==> config.mk <==
export PLATFORM = sky130hd
export DESIGN_NAME = mux_sel_arbiter_flat
export DESIGN_NICKNAME = d
export VERILOG_FILES = /design/src/rtl/mux_sel_arbiter_if.sv /design/src/rtl/mux_sel_arbiter.sv /design/src/flat_wrapper.sv
export SDC_FILE = /design/constraint.sdc
export NUM_CORES = 1
export LEC_CHECK = 0
export ABC_AREA = 1
export CAP_MARGIN = 20
export CORE_MARGIN = 8
export CORE_UTILIZATION = 44
export CTS_BUF_LIST = sky130_fd_sc_hd__clkbuf_16
export DETAILED_ROUTE_END_ITERATION = 10
export PLACE_DENSITY = 0.72
export SETUP_SLACK_MARGIN = 0.4
export SLEW_MARGIN = 5
export SYNTH_ARGS = -nofsm -noshare
export SYNTH_HDL_FRONTEND = slang
export SYNTH_SLANG_ARGS = --single-unit
==> constraint.sdc <==
create_clock -name clk -period 1.5 [get_ports clk]
set_input_delay 0.3 -clock clk [delete_from_list [all_inputs] [get_ports clk]]
set_output_delay 0.3 -clock clk [all_outputs]
set_load 0.02 [all_outputs]
==> src/rtl/mux_sel_arbiter_if.sv <==
`default_nettype none
// ============================================================================
//  Module      : mux_sel_arbiter_if
//  Description : Bundle connecting the round-robin select arbiter to its
//                requesters, the 8-bit 4:1 multiplexer it steers, and the
//                downstream valid/ready consumer.
//
//  Signals
//    req      [3:0] : per-channel request, bit i selects mux input i
//    mux_val  [7:0] : ValOut of the multiplexer under control of sel
//    ready          : downstream accepts data_out when valid & ready
//    sel      [1:0] : registered multiplexer select
//    grant    [3:0] : one-hot current grant, 0 when nothing is granted
//    valid          : data_out holds a beat
//    data_out [7:0] : registered copy of mux_val for the granted channel
//
//  Modports
//    master : the arbiter itself (drives sel/grant/valid/data_out)
//    slave  : the surrounding system (drives req/mux_val/ready)
//
//  Revision    : 1.0 - initial release
// ============================================================================
interface mux_sel_arbiter_if;

    logic [3:0] req;
    logic [7:0] mux_val;
    logic       ready;
    logic [1:0] sel;
    logic [3:0] grant;
    logic       valid;
    logic [7:0] data_out;

    modport master (
        input  req,
        input  mux_val,
        input  ready,
        output sel,
        output grant,
        output valid,
        output data_out
    );

    modport slave (
        output req,
        output mux_val,
        output ready,
        input  sel,
        input  grant,
        input  valid,
        input  data_out
    );

endinterface
`default_nettype wire

==> src/rtl/mux_sel_arbiter.sv <==
`default_nettype none
// ============================================================================
//  Module      : mux_sel_arbiter
//  Description : Round-robin source arbiter for an 8-bit 4:1 multiplexer.
//                One requester is granted at a time; sel steers the mux to
//                it, and the mux output is registered into a valid/ready
//                stream as a burst of up to BURST_LEN beats per grant.
//                A single SETUP cycle (valid low) separates consecutive
//                grants so the mux can settle on the new select.
//
//  Parameters
//    BURST_LEN      : maximum accepted beats per grant, legal range 1..15
//
//  Ports
//    clk            : sole clock, rising edge
//    rst            : asynchronous, active-high reset
//    bus (master)   : req/mux_val/ready in, sel/grant/valid/data_out out
//
//  Revision    : 1.0 - initial release
// ============================================================================
module mux_sel_arbiter #(
    parameter int BURST_LEN = 4
) (
    input  wire logic          clk,
    input  wire logic          rst,
    mux_sel_arbiter_if.master  bus
);

    // Beat counter is 4 bits wide; BURST_LEN <= 15 keeps the compare exact
    // and the counter can never wrap before it matches.
    localparam logic [3:0] C_BURST_LEN = 4'(BURST_LEN);

    typedef enum logic [1:0] {
        ST_IDLE  = 2'd0,
        ST_SETUP = 2'd1,
        ST_XFER  = 2'd2
    } state_t;

    state_t     r_state;
    logic [1:0] r_sel;
    logic [3:0] r_grant;
    logic       r_valid;
    logic [7:0] r_data;
    logic [1:0] r_last;     // index of the most recently granted channel
    logic [3:0] r_cnt;      // beats accepted in the current grant

    logic [1:0] w_win;
    logic [3:0] w_win_onehot;
    logic       w_any_req;
    logic       w_accept;
    logic [3:0] w_cnt_inc;
    logic       w_final;

    // ------------------------------------------------------------------------
    // Round-robin pick: search (last+1), (last+2), ... wrapping modulo 4.
    // The fourth probe lands on 'last' itself so a sole requester can be
    // re-granted after its own burst.
    // ------------------------------------------------------------------------
    function automatic logic [1:0] f_pick(input logic [3:0] req,
                                          input logic [1:0] last);
        logic [1:0] idx;
        logic [1:0] pick;
        logic       found;
        pick  = last;
        found = 1'b0;
        for (int k = 1; k <= 4; k++) begin
            idx = last + 2'(k);
            if (!found && req[idx]) begin
                pick  = idx;
                found = 1'b1;
            end
        end
        return pick;
    endfunction

    assign w_any_req    = |bus.req;
    assign w_win        = f_pick(bus.req, r_last);
    assign w_win_onehot = 4'b0001 << w_win;

    // In XFER valid is always high, so an accept is simply valid & ready.
    assign w_accept  = r_valid && bus.ready;
    assign w_cnt_inc = r_cnt + 4'd1;

    // The beat being accepted is the last of the grant when the burst limit
    // is reached or the granted requester has withdrawn. Looking at req only
    // at accept time means a drop during SETUP or during a stall still lets
    // the pending beat through.
    assign w_final = (w_cnt_inc == C_BURST_LEN) || !bus.req[r_sel];

    // ------------------------------------------------------------------------
    // Control FSM with registered outputs
    // ------------------------------------------------------------------------
    always_ff @(posedge clk or posedge rst) begin
        if (rst) begin
            r_state <= ST_IDLE;
            r_sel   <= 2'b00;
            r_grant <= 4'b0000;
            r_valid <= 1'b0;
            r_data  <= 8'h00;
            r_last  <= 2'd3;        // channel 0 gets first priority
            r_cnt   <= 4'd0;
        end else begin
            case (r_state)
                ST_IDLE: begin
                    // sel keeps its last value while idle
                    if (w_any_req) begin
                        r_grant <= w_win_onehot;
                        r_sel   <= w_win;
                        r_last  <= w_win;
                        r_state <= ST_SETUP;
                    end
                end

                ST_SETUP: begin
                    // mux has had a full cycle on the new select
                    r_data  <= bus.mux_val;
                    r_valid <= 1'b1;
                    r_cnt   <= 4'd0;
                    r_state <= ST_XFER;
                end

                ST_XFER: begin
                    // Without an accept everything holds (stall).
                    if (w_accept) begin
                        r_cnt <= w_cnt_inc;
                        if (w_final) begin
                            r_valid <= 1'b0;
                            if (w_any_req) begin
                                r_grant <= w_win_onehot;
                                r_sel   <= w_win;
                                r_last  <= w_win;
                                r_state <= ST_SETUP;
                            end else begin
                                r_grant <= 4'b0000;
                                r_state <= ST_IDLE;
                            end
                        end else begin
                            r_data <= bus.mux_val;
                        end
                    end
                end

                default: begin
                    r_valid <= 1'b0;
                    r_grant <= 4'b0000;
                    r_state <= ST_IDLE;
                end
            endcase
        end
    end

    assign bus.sel      = r_sel;
    assign bus.grant    = r_grant;
    assign bus.valid    = r_valid;
    assign bus.data_out = r_data;

endmodule
`default_nettype wire

==> src/flat_wrapper.sv <==
// flat-port wrapper written by rule: the top's interface ports become plain ports
module mux_sel_arbiter_flat 
#(
    parameter int BURST_LEN = 4
)
  (clk, rst, bus_req, bus_mux_val, bus_ready, bus_sel, bus_grant, bus_valid, bus_data_out);
  mux_sel_arbiter_if bus_i ();
  input  wire logic clk;
  input  wire logic rst;
  input wire logic [$bits(bus_i.req)-1:0] bus_req;
  input wire logic [$bits(bus_i.mux_val)-1:0] bus_mux_val;
  input wire logic [$bits(bus_i.ready)-1:0] bus_ready;
  output wire logic [$bits(bus_i.sel)-1:0] bus_sel;
  output wire logic [$bits(bus_i.grant)-1:0] bus_grant;
  output wire logic [$bits(bus_i.valid)-1:0] bus_valid;
  output wire logic [$bits(bus_i.data_out)-1:0] bus_data_out;
  assign bus_i.req = bus_req;
  assign bus_i.mux_val = bus_mux_val;
  assign bus_i.ready = bus_ready;
  assign bus_sel = bus_i.sel;
  assign bus_grant = bus_i.grant;
  assign bus_valid = bus_i.valid;
  assign bus_data_out = bus_i.data_out;
  mux_sel_arbiter #(.BURST_LEN(BURST_LEN)) u_core (.clk(clk), .rst(rst), .bus(bus_i));
endmodule
Word-level counts from Yosys, hierarchy flattened
Index checks and enable logic that the tools add are counted.
W data, S select, Z words.
- logic and storage cells: 88
- register bits: 23
- bits of input ports: 15
- mux-type cells: 43
- reductions and logical operators: 19
- $add $sub $neg: 4
- shift operators: 1
- magnitude comparators: 5
- equality and inequality tests: 7
- bitwise logic cells: 2
- operators by type and width (cell ; number):
    $mux W2 ; 13
    $mux W4 ; 5
    $mux W8 ; 2
    $pmux W8 S2 ; 1
    $lt A2 B3 Y1 const B ; 5
    $pmux W4 S3 ; 1
    $reduce_and A3 Y1 ; 4
    $mux W1 ; 11
    $bmux W1 S2 ; 5
    $pmux W2 S2 ; 2
    $pmux W4 S2 ; 1
    $ne A2 B1 Y1 const B ; 3
    $pmux W2 S3 ; 1
    $add A2 B2 Y2 const B ; 2
    $add A4 B1 Y4 const B ; 1
    $eq A4 B3 Y1 const B ; 1
    $logic_and A1 B1 Y1 ; 4
    $logic_not A1 Y1 ; 4
    $reduce_and A4 Y1 ; 1
    $reduce_bool A2 Y1 ; 2
    $reduce_or A4 Y1 ; 1
    $shl A1 B2 Y4 const A ; 1
    $pmux W1 S3 ; 1
    $add A2 B1 Y2 const B ; 1
    other kinds (7) ; 8

Depth between registers and ports, before layout
- word-level depth: 18
- depth in mapped cells: 12
- mapped depth without buffers: 12

Least setup slack after synthesis
Ideal clock, no wire load.
- path type: reg2reg
- start point: register u_core.r_cnt[0]
- end point: register u_core.r_data[0], in the netlist u_core.bus.data_out[0]
- setup slack: -0.019 ns
- arrival time: 1.402 ns
- stages on the path, launching flop included: 12
- clock period less this slack: 1.519 ns
- library setup time: 0.117 ns
- path through: dfrtp_1 -> ha_1 -> inv_1 -> nand2_1 -> nand2_1 -> nor2_1 -> nand2_1 -> nand3_2 -> nand2_2 -> nand2_1 -> nand2_1 -> nand2_1
- longest elaborated chain between the ends: 5
- ends and longest elaborated chain (what ; RTL line ; text):
    start: declaration ; mux_sel_arbiter.sv:45 ; logic [3:0] r_cnt;
    start signal: assignment ; mux_sel_arbiter.sv:125 ; r_cnt <= w_cnt_inc;
    $add A4 B1 Y4 ; mux_sel_arbiter.sv:82 ; assign w_cnt_inc = r_cnt + 4'd1;
    $eq A4 B3 Y1 ; mux_sel_arbiter.sv:88 ; assign w_final = (w_cnt_inc == C_BURST_LEN) || !bus.req[r_sel];
    $logic_or A1 B1 Y1 ; mux_sel_arbiter.sv:88 ;
    $ne A2 B2 Y1 (no source line) ; n/a ;
    $reduce_and A3 Y1 (no source line) ; n/a ;
    end signal: assignment ; mux_sel_arbiter.sv:116 ; r_data <= bus.mux_val;
    end signal: assignment ; mux_sel_arbiter.sv:138 ; r_data <= bus.mux_val;
    end: declaration ; mux_sel_arbiter.sv:43 ; logic [7:0] r_data;
Every way passes these cells.
A chain may end at the register's enable or synchronous reset.

Final worst setup path
- start point: register u_core.r_cnt[1]
- end point: register u_core.r_grant[3], in the netlist u_core.bus.grant[3]
- longest elaborated chain between the ends: 5
- ends and longest elaborated chain (what ; RTL line ; text):
    $add A4 B1 Y4 ; mux_sel_arbiter.sv:82 ;
    $eq A4 B3 Y1 ; mux_sel_arbiter.sv:88 ;
    $logic_or A1 B1 Y1 ; mux_sel_arbiter.sv:88 ;
    $ne A2 B1 Y1 (no source line) ; n/a ;
    $reduce_and A4 Y1 (no source line) ; n/a ;
    end signal: assignment ; mux_sel_arbiter.sv:107 ; r_grant <= w_win_onehot;
    end signal: assignment ; mux_sel_arbiter.sv:129 ; r_grant <= w_win_onehot;
    end: declaration ; mux_sel_arbiter.sv:41 ; logic [3:0] r_grant;
Every way passes these cells.

==> metrics.cfg <==
[critical_path]
crit_fanout = 4
r2r-start = u_core.r_cnt[1]
cp.required_ns = 1.69
criticalPathCategory = flip-flop to flip-flop
end_kind = flip-flop
crit_arrival_ns = 1.90
worst_r2r_path_depth = 11
ff2ff_setup_slack_ns = -0.20
r2r-end = u_core.bus.grant[3]
worstSetupStartpointType = flip-flop

[grt]
overflow = 0
grt_max_degree = 24
track_usage_pct = 14.0
grt_pass1_vias = 1357
grt_pass1_wl_um = 5810
antenna_found_initial = 0

[sta]
fmax_mhz = 587
rsz0062_at_grt = true
fin_crit_sh_pct = 114
slew_viol_final = 0
skew_ns = 0.00191
worst_pin_slew_ns = 0.297
hold_violations = 0
finalSetupViolCount = 18
slew-limit-headroom_pct = 80.2
layout_setup_ws_ns = -0.204
period_needed_ns = 1.70

[clocking]
htree_levels = 1
cts_tree = yes
cts-root-buf = clkbuf_16
clk_pin_slew_worst_paths_ns = 0.06
cts_inserted_buffers = 3
clock-sinks = 23
clkLatencyLatePin_ns = 0.25
clk_path_buf_depth = 2

[yosys]
synth_top_area_share_pct = 40.0
syn_area_per_cell_sq_um = 7.27
synth_commonest_cells = nand2_1, dfrtp_1, nand3_1
synth-main-ff-cell = dfrtp_1
yosys.area.top_type = dfrtp_1
ys_warn_count = 0
synthCells = 181
synth.net_count = 198
synth_edf_count = 0
ys_seq_elements = 23
synthArstFlopShare_pct = 100
synth_cell_type_count = 23
synthTopCellsByArea = dfrtp_1, nand2_1, nand3_1
synth_most_common_cell = nand2_1
yosysSeqAreaShare_pct = 44.0
synth.cell_area_sq_um = 1320

[power]
cellInternalPower_w = 0.00293
powerDensity_nw_per_um2 = 2520
netSwitchingPower_w = 0.00258
combinationalPowerShare_pct = 68.1
clock_power_share_pct = 10.5
sw_frac_of_total_pct = 46.8
peakVddDrop_v = 0.00144
p_leak_nw = 1.12
p_seq_share_pct = 21.4

[finish]
syn2layout_area_growth_pct = 66.4
stdcell_area_sq_um = 2190
drive_above_1_share_pct = 47.1
regArea_sq_um = 578
num-fill-cells = 199
insertedDiodeCount = 0
multi_input_area_sq_um = 842
nets = 260

[flow_run]
cap_violations = 0

[routing]
wl_um = 4080
route.detailed.drc = 0
vias = 1416
drtPass1Iterations = 5
ant_nets = 0
wl_per_cell_um = 14.8
drt_iter0_drc = 64
vias_per_cell = 5.15

[place]
placed_cell_area_sq_um = 1810
port_buffers = 29
gp_congestion = 0.833
preCtsSetupSlack_ns = -0.298
place_hpwl_um = 2510

[floorplanning]
ios = 30
core_area_sq_um = 2950
initial_utilization_pct = 44.5
die-area_sq_um = 4990
die_x_um = 70.7
die-height_um = 70.7
rows = 20

[status]
violations = negative setup slack
status = finished with violations

[worst_hold_path]
hold_class = input pin to async pin

==> cells in the final DEF (no fill, tap or decap), drive strengths merged <==
master,synthesis,routed
clkdlybuf4s50,0,14
or2,1,1
nand3b,1,1
inv,21,21
dfrtp,21,21
clkbuf,0,3
a21oi,5,5
o22ai,2,2
nand2,88,89
nand3,22,22
dfstp,2,2
buf,2,44
nor2,9,9
nand4,2,2
o21ai,3,3
clkinv,0,1
ha,2,2
==> layer usage <==
layer	global-route usage (%)	part of all wire [%]	vias to the layer above
li1	-	-	694
met1	13.6	37	697
met2	28.7	59	21
met3	2.12	2.4	4
met4	4.85	1.1	0
met5	0	0	-
==> sequential cells by signal (all words and copies together) (netlist names) <==
register and cells:
u_core.bus.data_out 8, u_core.bus.grant 4, u_core.bus.sel 2, u_core.bus.valid 1
u_core.r_cnt 4, u_core.r_last 2, u_core.r_state 2
==> power groups by stage <==
stage                     registers (W)  logic [W]  clock network [W]
final                           0.00118    0.00375           0.000578
after global routing            0.00120    0.00407           0.000607
after CTS                       0.00111    0.00299           0.000584
after detailed placement        0.00112    0.00281                  0
after global placement          0.00111    0.00275                  0
after floorplan                 0.00130    0.00162                  0
==> timing repair <==
item / in CTS / in global routing
gates resized for setup: 82 / 59
pin swaps: 4 / 16
cloned: 0 / 1
setup buffers: 6 / 7
hold buffers: 0 / 0
endpoints found under the setup margin: 37 / 37
==> worst max-delay path, stage by stage, from the launching register on <==
cell	delay, ns
dfrtp_1	0.41
ha_2	0.23
inv_2	0.04
nand2_2	0.06
nand2_2	0.06
nor2_2	0.14
nand2_2	0.09
nand3_4	0.13
nand3_4	0.13
a21oi_4	0.19
nand2_1	0.08
nand2_1	0.07
==> cells by family after synthesis <==
family / after synthesis / share of synthesized area [%]
AOI/OAI and AO/OA: 10 / 4.28
and+or+nand+nor: 123 / 42.6
DFF: 23 / 44.0
buffers and inverters: 23 / 7.23
adders and majority gates: 2 / 1.90
==> worst max path at each step <==
stage                          start             endpoint  slack (ns)  cells past startpoint
floorplan           u_core.r_last[0]    u_core.bus.sel[1]        0.06                     10
global placement          bus_req[0]  u_core.bus.grant[0]       -0.25                     11
detailed placement        bus_req[1]  u_core.bus.grant[3]       -0.30                     11
CTS                  u_core.r_cnt[1]  u_core.bus.grant[3]       -0.09                     12
global route         u_core.r_cnt[1]  u_core.bus.grant[3]       -0.30                     11
finish               u_core.r_cnt[1]  u_core.bus.grant[3]       -0.20                     11
==> cell type report <==
type,instances,area share (%)
multi-input cells,136,38.5
well taps,33,1.89
repair buffers,58,25.7
flip-flops and latches,23,26.4
clock buffers,3,3.43
clock inverters,1,0.229
inverters,21,3.83
==> per-stage QoR <==
step / hold WS, ns / TNS (ns) / instances / utilization, % / power, W
2_1_floorplan: 0.300 / 0 / 181 / - / 0.00293
3_3_place_gp: 0.454 / -3.72 / 257 / 61.3 / 0.00386
3_5_place_dp: 0.465 / -4.59 / 257 / 61.3 / 0.00393
4_1_cts: 0.398 / -0.777 / 267 / 65.7 / 0.00469
5_1_grt: 0.430 / -4.36 / 275 / 74.1 / 0.00588
6_report: 0.389 / -2.72 / 275 / 74.1 / 0.00551
(Power assumes the default switching activity.)
